[src/rtl/truth_sweep_pkg.sv]
// Shared types and constants for the truth-table sweeper.
package truth_sweep_pkg;

  typedef enum logic [1:0] {
    IDLE   = 2'd0,
    WAIT   = 2'd1,
    SAMPLE = 2'd2,
    FINISH = 2'd3
  } state_t;

  localparam int N_IN_DEF   = 4;
  localparam int SETTLE_DEF = 2;

  function automatic int table_size(input int n);
    return 1 << n;
  endfunction

endpackage

[src/rtl/sweep_settle_timer.sv]
// Loadable down-counter timing the settle interval; zero flags expiry.
module sweep_settle_timer #(
  parameter int W = 4
) (
  input  logic         clk,
  input  logic         rst_n,
  input  logic         load,
  input  logic [W-1:0] load_val,
  input  logic         dec,
  output logic         zero
);

  logic [W-1:0] cnt;

  always_ff @(posedge clk or negedge rst_n) begin
    if (!rst_n) begin
      cnt <= '0;
    end else if (load) begin
      cnt <= load_val;
    end else if (dec && cnt != '0) begin
      cnt <= cnt - W'(1);
    end
  end

  assign zero = (cnt == '0);

endmodule

[src/rtl/truth_table_sweeper.sv]
// Clocked sequencer: sweeps every input vector of a combinational scheme,
// captures its truth table and scores it against a latched golden table.
module truth_table_sweeper
  import truth_sweep_pkg::*;
#(
  parameter int N_IN   = N_IN_DEF,
  parameter int SETTLE = SETTLE_DEF
) (
  input  logic                        clk,
  input  logic                        rst_n,
  input  logic                        start,
  input  logic                        abort,
  input  logic [table_size(N_IN)-1:0] expected,
  output logic [N_IN-1:0]             dut_x,
  input  logic                        dut_y,
  output logic                        busy,
  output logic                        done,
  output logic                        pass,
  output logic [table_size(N_IN)-1:0] table_out,
  output logic [N_IN:0]               err_count,
  output logic [N_IN-1:0]             first_fail,
  output logic                        fail_valid,
  output logic                        xz_seen
);

  localparam int TBL = table_size(N_IN);
  localparam int CW  = 4;
  localparam logic [N_IN-1:0] LAST_IDX = N_IN'(TBL - 1);

  state_t          state;
  logic [TBL-1:0]  exp_q;
  logic [N_IN-1:0] idx;
  logic            tmr_load;
  logic            tmr_dec;
  logic            tmr_zero;
  logic            y_bin;
  logic            y_xz;
  logic            mismatch;
  logic [N_IN:0]   err_next;

  assign tmr_load = (state == IDLE && start) ||
                    (state == SAMPLE && !abort && idx != LAST_IDX);
  assign tmr_dec  = (state == WAIT);

  sweep_settle_timer #(.W(CW)) u_timer (
    .clk      (clk),
    .rst_n    (rst_n),
    .load     (tmr_load),
    .load_val (CW'(SETTLE - 1)),
    .dec      (tmr_dec),
    .zero     (tmr_zero)
  );

  // Anything other than a clean 0/1 (x or z) is flagged and forced to a mismatch.
  always_comb begin
    y_bin = 1'b0;
    y_xz  = 1'b0;
    case (dut_y)
      1'b0:    y_bin = 1'b0;
      1'b1:    y_bin = 1'b1;
      default: y_xz  = 1'b1;
    endcase
  end

  assign mismatch = y_xz || (y_bin != exp_q[idx]);
  assign err_next = err_count + (N_IN + 1)'(mismatch);
  assign dut_x    = idx;

  always_ff @(posedge clk or negedge rst_n) begin
    if (!rst_n) begin
      state      <= IDLE;
      exp_q      <= '0;
      idx        <= '0;
      busy       <= 1'b0;
      done       <= 1'b0;
      pass       <= 1'b0;
      table_out  <= '0;
      err_count  <= '0;
      first_fail <= '0;
      fail_valid <= 1'b0;
      xz_seen    <= 1'b0;
    end else begin
      done <= 1'b0;
      case (state)
        IDLE: begin
          if (start) begin
            exp_q      <= expected;
            table_out  <= '0;
            err_count  <= '0;
            first_fail <= '0;
            fail_valid <= 1'b0;
            xz_seen    <= 1'b0;
            pass       <= 1'b0;
            idx        <= '0;
            busy       <= 1'b1;
            state      <= WAIT;
          end
        end
        WAIT: begin
          if (abort) begin
            state <= IDLE;
            busy  <= 1'b0;
            pass  <= 1'b0;
            idx   <= '0;
          end else if (tmr_zero) begin
            state <= SAMPLE;
          end
        end
        SAMPLE: begin
          if (abort) begin
            state <= IDLE;
            busy  <= 1'b0;
            pass  <= 1'b0;
            idx   <= '0;
          end else begin
            table_out[idx] <= y_bin;
            xz_seen        <= xz_seen | y_xz;
            if (mismatch) begin
              err_count <= err_next;
              if (!fail_valid) begin
                first_fail <= idx;
                fail_valid <= 1'b1;
              end
            end
            // pass uses err_next so the final vector is included.
            if (idx == LAST_IDX) begin
              state <= FINISH;
              busy  <= 1'b0;
              done  <= 1'b1;
              pass  <= (err_next == '0);
              idx   <= '0;
            end else begin
              idx   <= idx + N_IN'(1);
              state <= WAIT;
            end
          end
        end
        FINISH: state <= IDLE;
        default: state <= IDLE;
      endcase
    end
  end

endmodule

[config.mk]
export PLATFORM = sky130hd
export DESIGN_NAME = truth_table_sweeper
export DESIGN_NICKNAME = d
export VERILOG_FILES = /design/src/rtl/truth_sweep_pkg.sv /design/src/rtl/sweep_settle_timer.sv /design/src/rtl/truth_table_sweeper.sv
export SDC_FILE = /design/constraint.sdc
export NUM_CORES = 1
export LEC_CHECK = 0
export CORE_MARGIN = 2
export CORE_UTILIZATION = 25
export CTS_BUF_LIST = sky130_fd_sc_hd__clkbuf_8
export DETAILED_ROUTE_END_ITERATION = 12
export GPL_ROUTABILITY_DRIVEN = 0
export SYNTH_ARGS = -nofsm -noshare
export SYNTH_HDL_FRONTEND = slang
export SYNTH_SLANG_ARGS = --single-unit
[constraint.sdc]
create_clock -name clk -period 3.23 [get_ports clk]
set_clock_uncertainty 0.05 [all_clocks]
set_input_delay 0.646 -clock clk [delete_from_list [all_inputs] [get_ports clk]]
set_output_delay 0.646 -clock clk [all_outputs]
set_load 0.005 [all_outputs]
Yosys cells after proc, flatten, opt, wreduce, memory -nomap -nowiden
Index checks and enable logic that the tools add are counted.
{ "op_classes": {"bitwise_logic": 1, "n_addsub": 3, "order_cmp": 2, "n_reduce_logical": 21, "eq_ne": 13, "mux": 45} }
{ "ops": {"columns": ["operator", "n"], "rows": [
  ["$mux W4", 9],
  ["$mux W16", 2],
  ["$pmux W16 S2", 1],
  ["$bwmux W16", 1],
  ["$mux W5", 3],
  ["$mux W1", 14],
  ["$pmux W4 S3", 1],
  ["$mux W2", 5],
  ["$ne A2 B2 Y1 const B", 5],
  ["$pmux W5 S2", 1],
  ["$pmux W2 S4", 1],
  ["$pmux W4 S2", 1],
  ["$reduce_and A4 Y1", 2],
  ["$pmux W1 S3", 2],
  ["$reduce_and A3 Y1", 2],
  ["$add A5 B1 Y5", 1],
  ["$logic_and A1 B1 Y1", 5],
  ["$logic_not A5 Y1", 1],
  ["$lt A4 B5 Y1 const B", 1],
  ["$reduce_and A5 Y1", 1],
  ["$add A4 B1 Y4 const B", 1],
  ["$bmux W1 S4", 1],
  ["$demux W1 S4", 1],
  ["$eq A2 B2 Y1 const B", 2],
  ["18 further kinds", 21]
]} }
{ "totals": {"word_cells": 96, "output_inout_bits": 34, "ff_bits": 55, "in_bits": 21} }

Depth between registers and ports, before layout
Gate-level depths: netlist (run 1).
{ "depth": {"word_depth": 8, "mapped_depth": 12} }

Hierarchy
From an unflattened synthesis (run 1), not the netlist that was laid out.
{ "unflattened": {"hier_cells": 281, "hier_area_um2": 3015.4} }
{ "modules_own_cells": {"columns": ["module", "area_each_um2", "cells_per_inst", "n_inst"], "rows": [
  ["truth_table_sweeper", 2745.1, 254, 1],
  ["sweep_settle_timer", 270.3, 27, 1]
]} }

Least setup slack after synthesis (run 1)
Ideal clock, no wire load.
{ "synth_path": {"path_kind": "flip-flop to flip-flop", "start": "reg idx[1], in the netlist dut_x[1]", "end": "reg pass", "period_less_slack_ns": 3.000, "n_path_buf": 2, "arrival_time_ns": 2.867, "slack_ns": 0.230, "path_stages_with_launch": 13, "cell_sequence": "dfrtp_1 > buf_6 > mux2i_1 > mux4_2 > mux2i_1 > xnor2_1 > buf_6 > ha_1 > ha_1 > nor4_1 > a31oi_1 > or4_1 > o21ai_0"} }
{ "synth_via": {"elab_chain_cells": 8, "elab_cells_between_ends": 11, "classes_between": "add/sub: 1; eq/ne: 3; mux: 5; reduce/logical: 2"} }
{ "synth_rtl": {"columns": ["item", "line_no", "text"], "rows": [
  ["start, declared", "truth_table_sweeper.sv:32", "logic [N_IN-1:0] idx;"],
  ["start signal, assigned", "truth_table_sweeper.sv:133", "idx <= idx + N_IN'(1);"],
  ["$bmux W1 S4", "truth_table_sweeper.sv:65", "assign mismatch = y_xz || (y_bin != exp_q[idx]);"],
  ["$mux W1 (implied by the code)", "truth_table_sweeper.sv:65", null],
  ["$ne A1 B1 Y1", "truth_table_sweeper.sv:65", null],
  ["$add A5 B1 Y5", "truth_table_sweeper.sv:66", "assign err_next = err_count + (N_IN + 1)'(mismatch);"],
  ["$logic_not A5 Y1", "truth_table_sweeper.sv:130", "pass <= (err_next == '0);"],
  ["$mux W1", "truth_table_sweeper.sv:126", "if (idx == LAST_IDX) begin"],
  ["$mux W1", "truth_table_sweeper.sv:110", "if (abort) begin"],
  ["$pmux W1 S3", "truth_table_sweeper.sv:84", "case (state)"],
  ["end signal, assigned", "truth_table_sweeper.sv:130", null],
  ["end, declared", "truth_table_sweeper.sv:18", "output logic pass,"]
]} }
Parallel ways exist; a longest one is shown, timed or not. The select of a mux whose other input is x is not followed.
A chain may end at the register's enable or synchronous reset.

Final worst setup path (run 1)
Same ends and word-level chain as after synthesis.

==> results.md, run 1 <==
- Total Wirelength: 6.87 mm
- ANT cells: 0
- Most used DFF post-synth: dfrtp_1
- Setup crit end kind: flip-flop
- Worst-Margin Slew: a little over 0.7 ns
- Die Y: approximately 110 µm
- Drt initial violations: 91
- Data arrival time of the worst path: 3.15 ns
- Warnings from Yosys: 0
- Slowest cell on crit path: mux4_2
- WS Path Type: reg -> reg
- GRT Total Usage: 0.112
- Routed Antenna Nets: 0
- Status: finished, final reports clean
- CP most frequent cell: ha_1
- # setup viols final: 0
- Reg clk slew, reported paths: roughly 0.1 ns
- Relative slew slack: 0.524
- Number of global-route vias before repair: between 2k and 2.5k
- Mean Syn Cell Area: roughly 10 µm²
- CP Max Fanout: 6
- Nets@finish: 360
- Element type at the critical path start: flip-flop
- Maximum clock rate: ~340 MHz
- Clock Tree Root: clkbuf_8
- Die footprint: 12500 µm²
- Mapped Nets: between 300 and 400
- Starting Density: 0.256
- I/O Buffers: between 50 and 60
- CTS tree: done
- Leakage power: 0.00159 µW
- Hold-fix buffers at CTS: 0
- Design area: 3720 µm²
- Pwr dens: approximately 650 nW/µm²
- R2r setup slk: roughly 0.26 ns
- WL/cell: 14.6 µm
- H-tree depth: 2
- Clock Tree Buf Depth: 2
- Worst Hold Class: in -> async
- Pin count of the biggest net entering global routing: 56
- DPL Wire Length: roughly 5.0 mm
- Reg2Reg Depth: 11
- Distinct cells, synth: 38
- Via count of the routed design: 2243
- Maximum vdd drop: between 0.3 and 0.4 mV
- Final max-slew violation count: 0
- # IOs: 55
- Max incr delay on CP: about 0.47 ns
- Share of layout cells above drive strength 1: 0.152
- P&R area growth vs syn: 28.1%
- Global-route wire length before repair: between 10 and 15 mm
- Unrepaired setup endpoints after global routing: false
- Period utilisation layout: 0.919
- Worst-path cell chain: buf_2 > mux2i_1 > mux4_2 > mux2i_2 > xnor2_1 > ha_1 > ha_1 > nor4_2 > a31oi_1 > or4_1 > o21ai_0
- Number of synthesized flops with an enable pin: 0
- Most common cell after layout, fill and taps aside: dfrtp_1
- R2r startpoint: dut_x[1]$_DFFE_PN0P_
- Skew-Pair Late Insertion Delay: 0.31 ns
- DR pass1 iterations: 4
- Site Rows: 39
- Initial antenna violation count: 0
- CP required: 3.41 ns
- Placed Area: approximately 3600 µm²
- Seq cells post-synth: 55
- Gr ovfl total: 0
- Number of max-cap violations: 0
- Drc violations: 0
- Clock Sinks: 55
- Seq/Total Area, Yosys: 0.474
- Post-synth ARST share: 1.00
- Worst flop-to-flop path endpoint: pass$_DFFE_PN0P_
- Setup TNS: 0 ns
- Via density: around 4.8
- Post-Synthesis Cell Area: 2910 µm²
- Crit path to: pass$_DFFE_PN0P_
- Cell count after synthesis: approximately 280
- Core ar.: approximately 11000 µm²
- Most frequent cells in the layout: dfrtp_1 (54), clkdlybuf4s50_1 (52), nand2_1 (39), mux2_2 (28), a22o_1 (16)
- Hold Vio Cnt, Final: 0
- CP startpoint: dut_x[1]$_DFFE_PN0P_
- Tmin final: between 2 and 3 ns
- Cts bufs inserted: 5
- Die width: roughly 110 µm
==> metal layers <==
metal	track usage	wire length [µm]	part of all wire	up-vias
li1	-	-	-	1084
met1	0.160	3320	0.48	1097
met2	0.172	3120	0.45	57
met3	0.0278	386	0.056	5
met4	0.0272	44	0.0064	0
met5	0	0	0	-
==> metrics by stage <==
step / instances / worst slack, ns / hold WS [ns] / power (µW) / util
final: 472 / 0.262 / 0.397 / 2400 / 0.328
after global routing: 472 / 0.0219 / 0.452 / 2590 / 0.328
after CTS: 470 / 0.0901 / 0.438 / 2420 / 0.324
after detailed placement: 462 / 0.132 / 0.435 / 1930 / 0.314
after global placement: 462 / 0.258 / 0.445 / 1910 / 0.314
after floorplan: 278 / 0.230 / 0.300 / 1650 / -
==> synth_stat cells (all sizes together) (4+ instances only) <==
library cell | instances | area, µm²
dfrtp | 55 | 1380
nand2 | 39 | 146
mux2 | 28 | 315
a22o | 16 | 140
nor2 | 15 | 56.3
clkbuf | 14 | 52.6
o21ai | 12 | 60.1
ha | 11 | 138
inv | 9 | 33.8
mux2i | 9 | 90.1
nand3 | 9 | 45.0
a21oi | 6 | 30.0
nor2b | 5 | 31.3
o31ai | 5 | 37.5
buf | 4 | 33.8
==> worst min-delay path by stage <==
stage,start,endpoint,cells after the start
after detailed placement,pass$_DFFE_PN0P_,pass$_DFFE_PN0P_,2
after global routing,rst_n,table_out[8]$_DFFE_PN0P_,2
after global placement,pass$_DFFE_PN0P_,pass$_DFFE_PN0P_,2
final,rst_n,table_out[8]$_DFFE_PN0P_,2
after floorplan,rst_n,busy$_DFFE_PN0P_,0
after CTS,rst_n,table_out[8]$_DFFE_PN0P_,2
==> where the power goes <==
part | switching (µW) | internal [µW]
sequential | 104 | 849
clock | 232 | 251
combinational | 550 | 416
total | 886 | 1520
==> flip-flops by register name, summed over array words and instances, names as in the netlist <==
register	cells
exp_q	16
table_out	16
err_count	5
dut_x	4
first_fail	4
u_timer.cnt	4
state	2
busy	1
done	1
fail_valid	1
pass	1
==> timing repair <==
item / in CTS / in global routing
gates resized for setup: 0 / 3
setup buffers: 0 / 2
endpoints found under the setup margin: 0 / 1
==> logic make-up (layout without fill, tap and decap cells) <==
| logic type | count (synthesis) | after routing | share of synthesized area |
|---|---|---|---|
| other | 1 | 1 | 0.00129 |
| adders and majority gates | 11 | 11 | 0.0474 |
| and+or+nand+nor | 85 | 85 | 0.133 |
| xor gates and xnor gates | 4 | 4 | 0.0121 |
| AOI/OAI and AO/OA | 56 | 56 | 0.137 |
| buffers and inverters | 27 | 78 | 0.0413 |
| muxes | 39 | 39 | 0.155 |
| DFF | 55 | 55 | 0.474 |
==> area by class of cell <==
| cell class | count | area (µm²) |
|---|---|---|
| inverters | 9 | 33.8 |
| well taps | 143 | 179 |
| fillers | 1179 | 7650 |
| clock inverters | 2 | 35.0 |
| repair buffers | 61 | 596 |
| flip-flops and latches | 55 | 1380 |
| multi-input cells | 196 | 1420 |
| clock buffers | 6 | 82.6 |
==> worst max-delay path: cells and delay by family (launching register included) <==
kind                     cells  cell delay, ns
AO/OA/AOI/OAI                2            0.22
adder cells (fa/ha/maj)      2            0.51
buffers and inverters        1            0.17
AND/OR/NAND/NOR              2            0.64
flip-flops                   1            0.43
multiplexers                 3            0.78
XOR/XNOR                     1            0.11
Power figures use the tool's default switching activity.
==> run 2, diff against run 1 <==
Settings changed: SYNTH_HIERARCHICAL set to 1.
==> run 2 against run 1 <==
  * Utilization down 0.29 points
  * Power down 4.3%
  * Routed wire length up 0.97%
  * Worst setup slack worse by 0.094 ns
  * Critical path depth unchanged
  * Worst hold slack better by 0.065 ns
  * Non-clock buffer count up 4
  * Clock power up 11%
  * First-iteration DRC count down 5.5%
  * Largest power group is now sequential cells
  * Highest routed layer unchanged
==> results.md, run 2 <==
- Status: finished, final reports clean
- Distinct cells, synth: 50 (+32%)
- Clock Sinks: 55 (unchanged)
- Unrepaired setup endpoints after global routing: false
- Element type at the critical path start: flip-flop
- # IOs: 55 (unchanged)
- Hold Vio Cnt, Final: 0 (unchanged)
- CTS tree: done
- Warnings from Yosys: 6 (+6)
- I/O Buffers: 53 (unchanged)
- Biggest regs: exp_q: 16 flops, table_out: 16 flops, err_count: 5 flops
- CP Max Fanout: 6 (unchanged)
- Clock Tree Buf Depth: 2 (unchanged)
- Reg2Reg Depth: 11 (unchanged)
- Post-synth top cells: dfrtp_1 (55), nand2_1 (37), mux2_2 (28)
- Area share of fa/ha/maj cells after synthesis: 0.0456 (-0.00171)
- DR pass1 iterations: 4 (unchanged)
- Worst flop-to-flop path endpoint: pass$_DFFE_PN0P_
- Global-route wire length before repair: 11.5 mm (-0.43%)
- Largest family of logic cells by synthesized area: multiplexers
- Post-synth ARST share: 1.00 (unchanged)
- Share of layout cells above drive strength 1: 0.174 (+0.0221)
- H-tree depth: 2 (unchanged)
- Post-synthesis xor/xnor area fraction: 0.00913 (-0.00292)
- Gr ovfl total: 0 (unchanged)
- Worst Hold End: pass$_DFFE_PN0P_
- Mean Syn Cell Area: 10.7 µm² (+2.6%)
- Data arrival time of the worst path: 3.23 ns (+0.08 ns)
- Util after Layout: 0.325 (-0.00292)
- Number of global-route vias before repair: 2279 (+4.8%)
- ANT cells: 0 (unchanged)
- Core ar.: 11900 µm² (+4.8%)
- CP required: 3.40 ns (about the same)
- Period utilisation layout: 0.948 (+0.0291)
- WHS Path Cells: 2
- Most frequent cells in the layout: dfrtp_1 (54), clkdlybuf4s50_1 (52), nand2_1 (37), mux2_2 (28), a22o_1 (16)
- Fillers: 1237 (+4.9%)
- Via count of the routed design: 2268 (+1.1%)
- Post-Synthesis Cell Area: 3020 µm² (+3.7%)
- Drt initial violations: 86 (-5.5%)
- Skew-Pair Late Insertion Delay: 0.31 ns (about the same)
- P&R area growth vs syn: 28.2% (about the same)
- Number of max-cap violations: 0 (unchanged)
- Cts bufs inserted: 5 (unchanged)
- Largest area contributor in the netlist: dfrtp_1
- Relative slew slack: 0.279 (-0.246)
- Tmin final: 3.06 ns (+0.0939 ns)
- Initial antenna violation count: 0 (unchanged)
- Maximum vdd drop: 0.297 mV (-2.4%)
- Hold Startpoint: pass$_DFFE_PN0P_
- Synth top area cells: dfrtp_1 (46%), mux2_2 (10%), a22o_1 (4.6%)
- Starting Density: 0.253 (-0.00249)
- Nets@finish: 370 (+2.8%)
- Drc violations: 0 (unchanged)
- Total Wirelength: 6.94 mm (+0.97%)
- Mux contribution to synthesized area: 0.151 (-0.00393)
- Via density: 4.67 (-1.8%)
- DPL Wire Length: 5.21 mm (+5.2%)
- Seq/Total Area, Yosys: 0.456 (-0.0171)
- Worst Hold Class: reg -> reg
- GRT Total Usage: 0.109 (-0.00299)
- Worst-Margin Slew: 1.08 ns (+0.369 ns)
- Die Y: 114 µm (+1.8%)
- R2r startpoint: dut_x[1]$_DFFE_PN0P_
- Site Rows: 40 (+2.6%)
- # setup viols final: 0 (unchanged)
- Synth Area in Compound Gates: 0.151 (+0.0141)
- Reg clk slew, reported paths: 0.09 ns (about the same)
- WS Path Type: reg -> reg
- Hold-fix buffers at CTS: 0 (unchanged)
- Synth Area in Simple Gates: 0.141 (+0.00808)
- Most used DFF post-synth: dfrtp_1
- Most common cell after layout, fill and taps aside: dfrtp_1
- Area share of the largest cell type after synthesis: 0.456 (-0.0171)
- Count leader, synth: dfrtp_1
- Pwr dens: 595 nW/µm² (-7.8%)
- Cell count after synthesis: 281 (+1.1%)
- Maximum clock rate: 327 MHz (-3.1%)
- Routed Antenna Nets: 0 (unchanged)
- Clock Tree Root: clkbuf_8
- Setup crit end kind: flip-flop
- Final max-slew violation count: 0 (unchanged)
- Die footprint: 13000 µm² (+3.6%)
- Seq cells post-synth: 55 (unchanged)
- Leakage power: 0.00165 µW (+4.0%)
- R2r setup slk: 0.17 ns (-0.09 ns)
- Number of synthesized flops with an enable pin: 0 (unchanged)
- Pin count of the biggest net entering global routing: 47 (-16%)
- Die width: 114 µm (+1.8%)
- WL/cell: 14.3 µm (-1.9%)
- Setup TNS: 0 ns (unchanged)
-- run 2: changes by cell type after synthesis, moves of 2 or more --
cell,change
o21ai_0,-2
o21ai_1,+2
xor2_1,-2
a41oi_1,+2
xnor2_1,-2
nand3_1,-3
nand2_1,-2
clkbuf_1,-2
nor2_1,-6
-- run 2: cell type report --
class                      instances  area (µm²)  share of cell area
inverter                          10        37.5             0.00971
multi-input combinational        201        1520               0.394
tap                              147         184              0.0476
timing repair buffer              65         613               0.159
clock inverter                     3        63.8              0.0165
clock buffer                       5        68.8              0.0178
sequential                        55        1380               0.356
-- run 2: timing repair --
item                       4_1_cts  5_1_grt
buffers inserted                 0        2
setup endpoints to repair        0        1
resized for setup                0        3
-- run 2: worst max path at each step --
stage                          from          endpoint  cells after the start
2_1_floorplan  dut_x[1]$_DFFE_PN0P_  pass$_DFFE_PN0P_                     12
3_3_place_gp   dut_x[1]$_DFFE_PN0P_  pass$_DFFE_PN0P_                     10
3_5_place_dp   dut_x[1]$_DFFE_PN0P_  pass$_DFFE_PN0P_                     10
4_1_cts        dut_x[1]$_DFFE_PN0P_  pass$_DFFE_PN0P_                     10
5_1_grt        dut_x[1]$_DFFE_PN0P_  pass$_DFFE_PN0P_                     11
6_report       dut_x[1]$_DFFE_PN0P_  pass$_DFFE_PN0P_                     11
-- run 2: stage by stage --
step	instance area (µm²)	total power, µW	cells	hold WS [ns]	worst slack, ns
6_report	3870	2300	486	0.461	0.168
5_1_grt	3870	2470	486	0.488	0.00744
3_5_place_dp	3720	1790	476	0.442	0.0642
2_1_floorplan	3030	1560	284	0.300	0.125
4_1_cts	3850	2330	484	0.473	0.0187
3_3_place_gp	3720	1760	476	0.423	0.163
-- run 2: worst max-delay path: stages, from the launching register on --
cell and delay, ns:
dfrtp_2 0.42, buf_4 0.16, mux2i_1 0.12, mux4_2 0.47, mux2_4 0.31, xnor2_4 0.13, ha_1 0.24, ha_2 0.22
nor4_1 0.22, a31oi_1 0.06, or4_1 0.40, o21ai_0 0.17
-- run 2: report_power, final --
part / switching, µW / internal (µW)
sequential: 104 / 840
combinational: 434 / 387
clock: 228 / 307
-- run 2: kinds of logic (layout without fill, tap and decap cells) --
kind of cell,count (synthesis),after routing
flip-flops,55,55
adder cells (fa/ha/maj),11,11
buffers and inverters,28,83
other,2,5
XOR/XNOR,1,1
AND/OR/NAND/NOR,83,83
multiplexers,39,39
AO/OA/AOI/OAI,62,62
-- run 2: routing by layer --
| layer | vias to the layer above | track usage | part of all wire |
|---|---|---|---|
| met4 | 0 | 0.0203 | 0.0058 |
| li1 | 1129 | - | - |
| met1 | 1086 | 0.148 | 0.46 |
| met3 | 4 | 0.0228 | 0.048 |
| met5 | - | 0 | 0 |
| met2 | 49 | 0.183 | 0.48 |
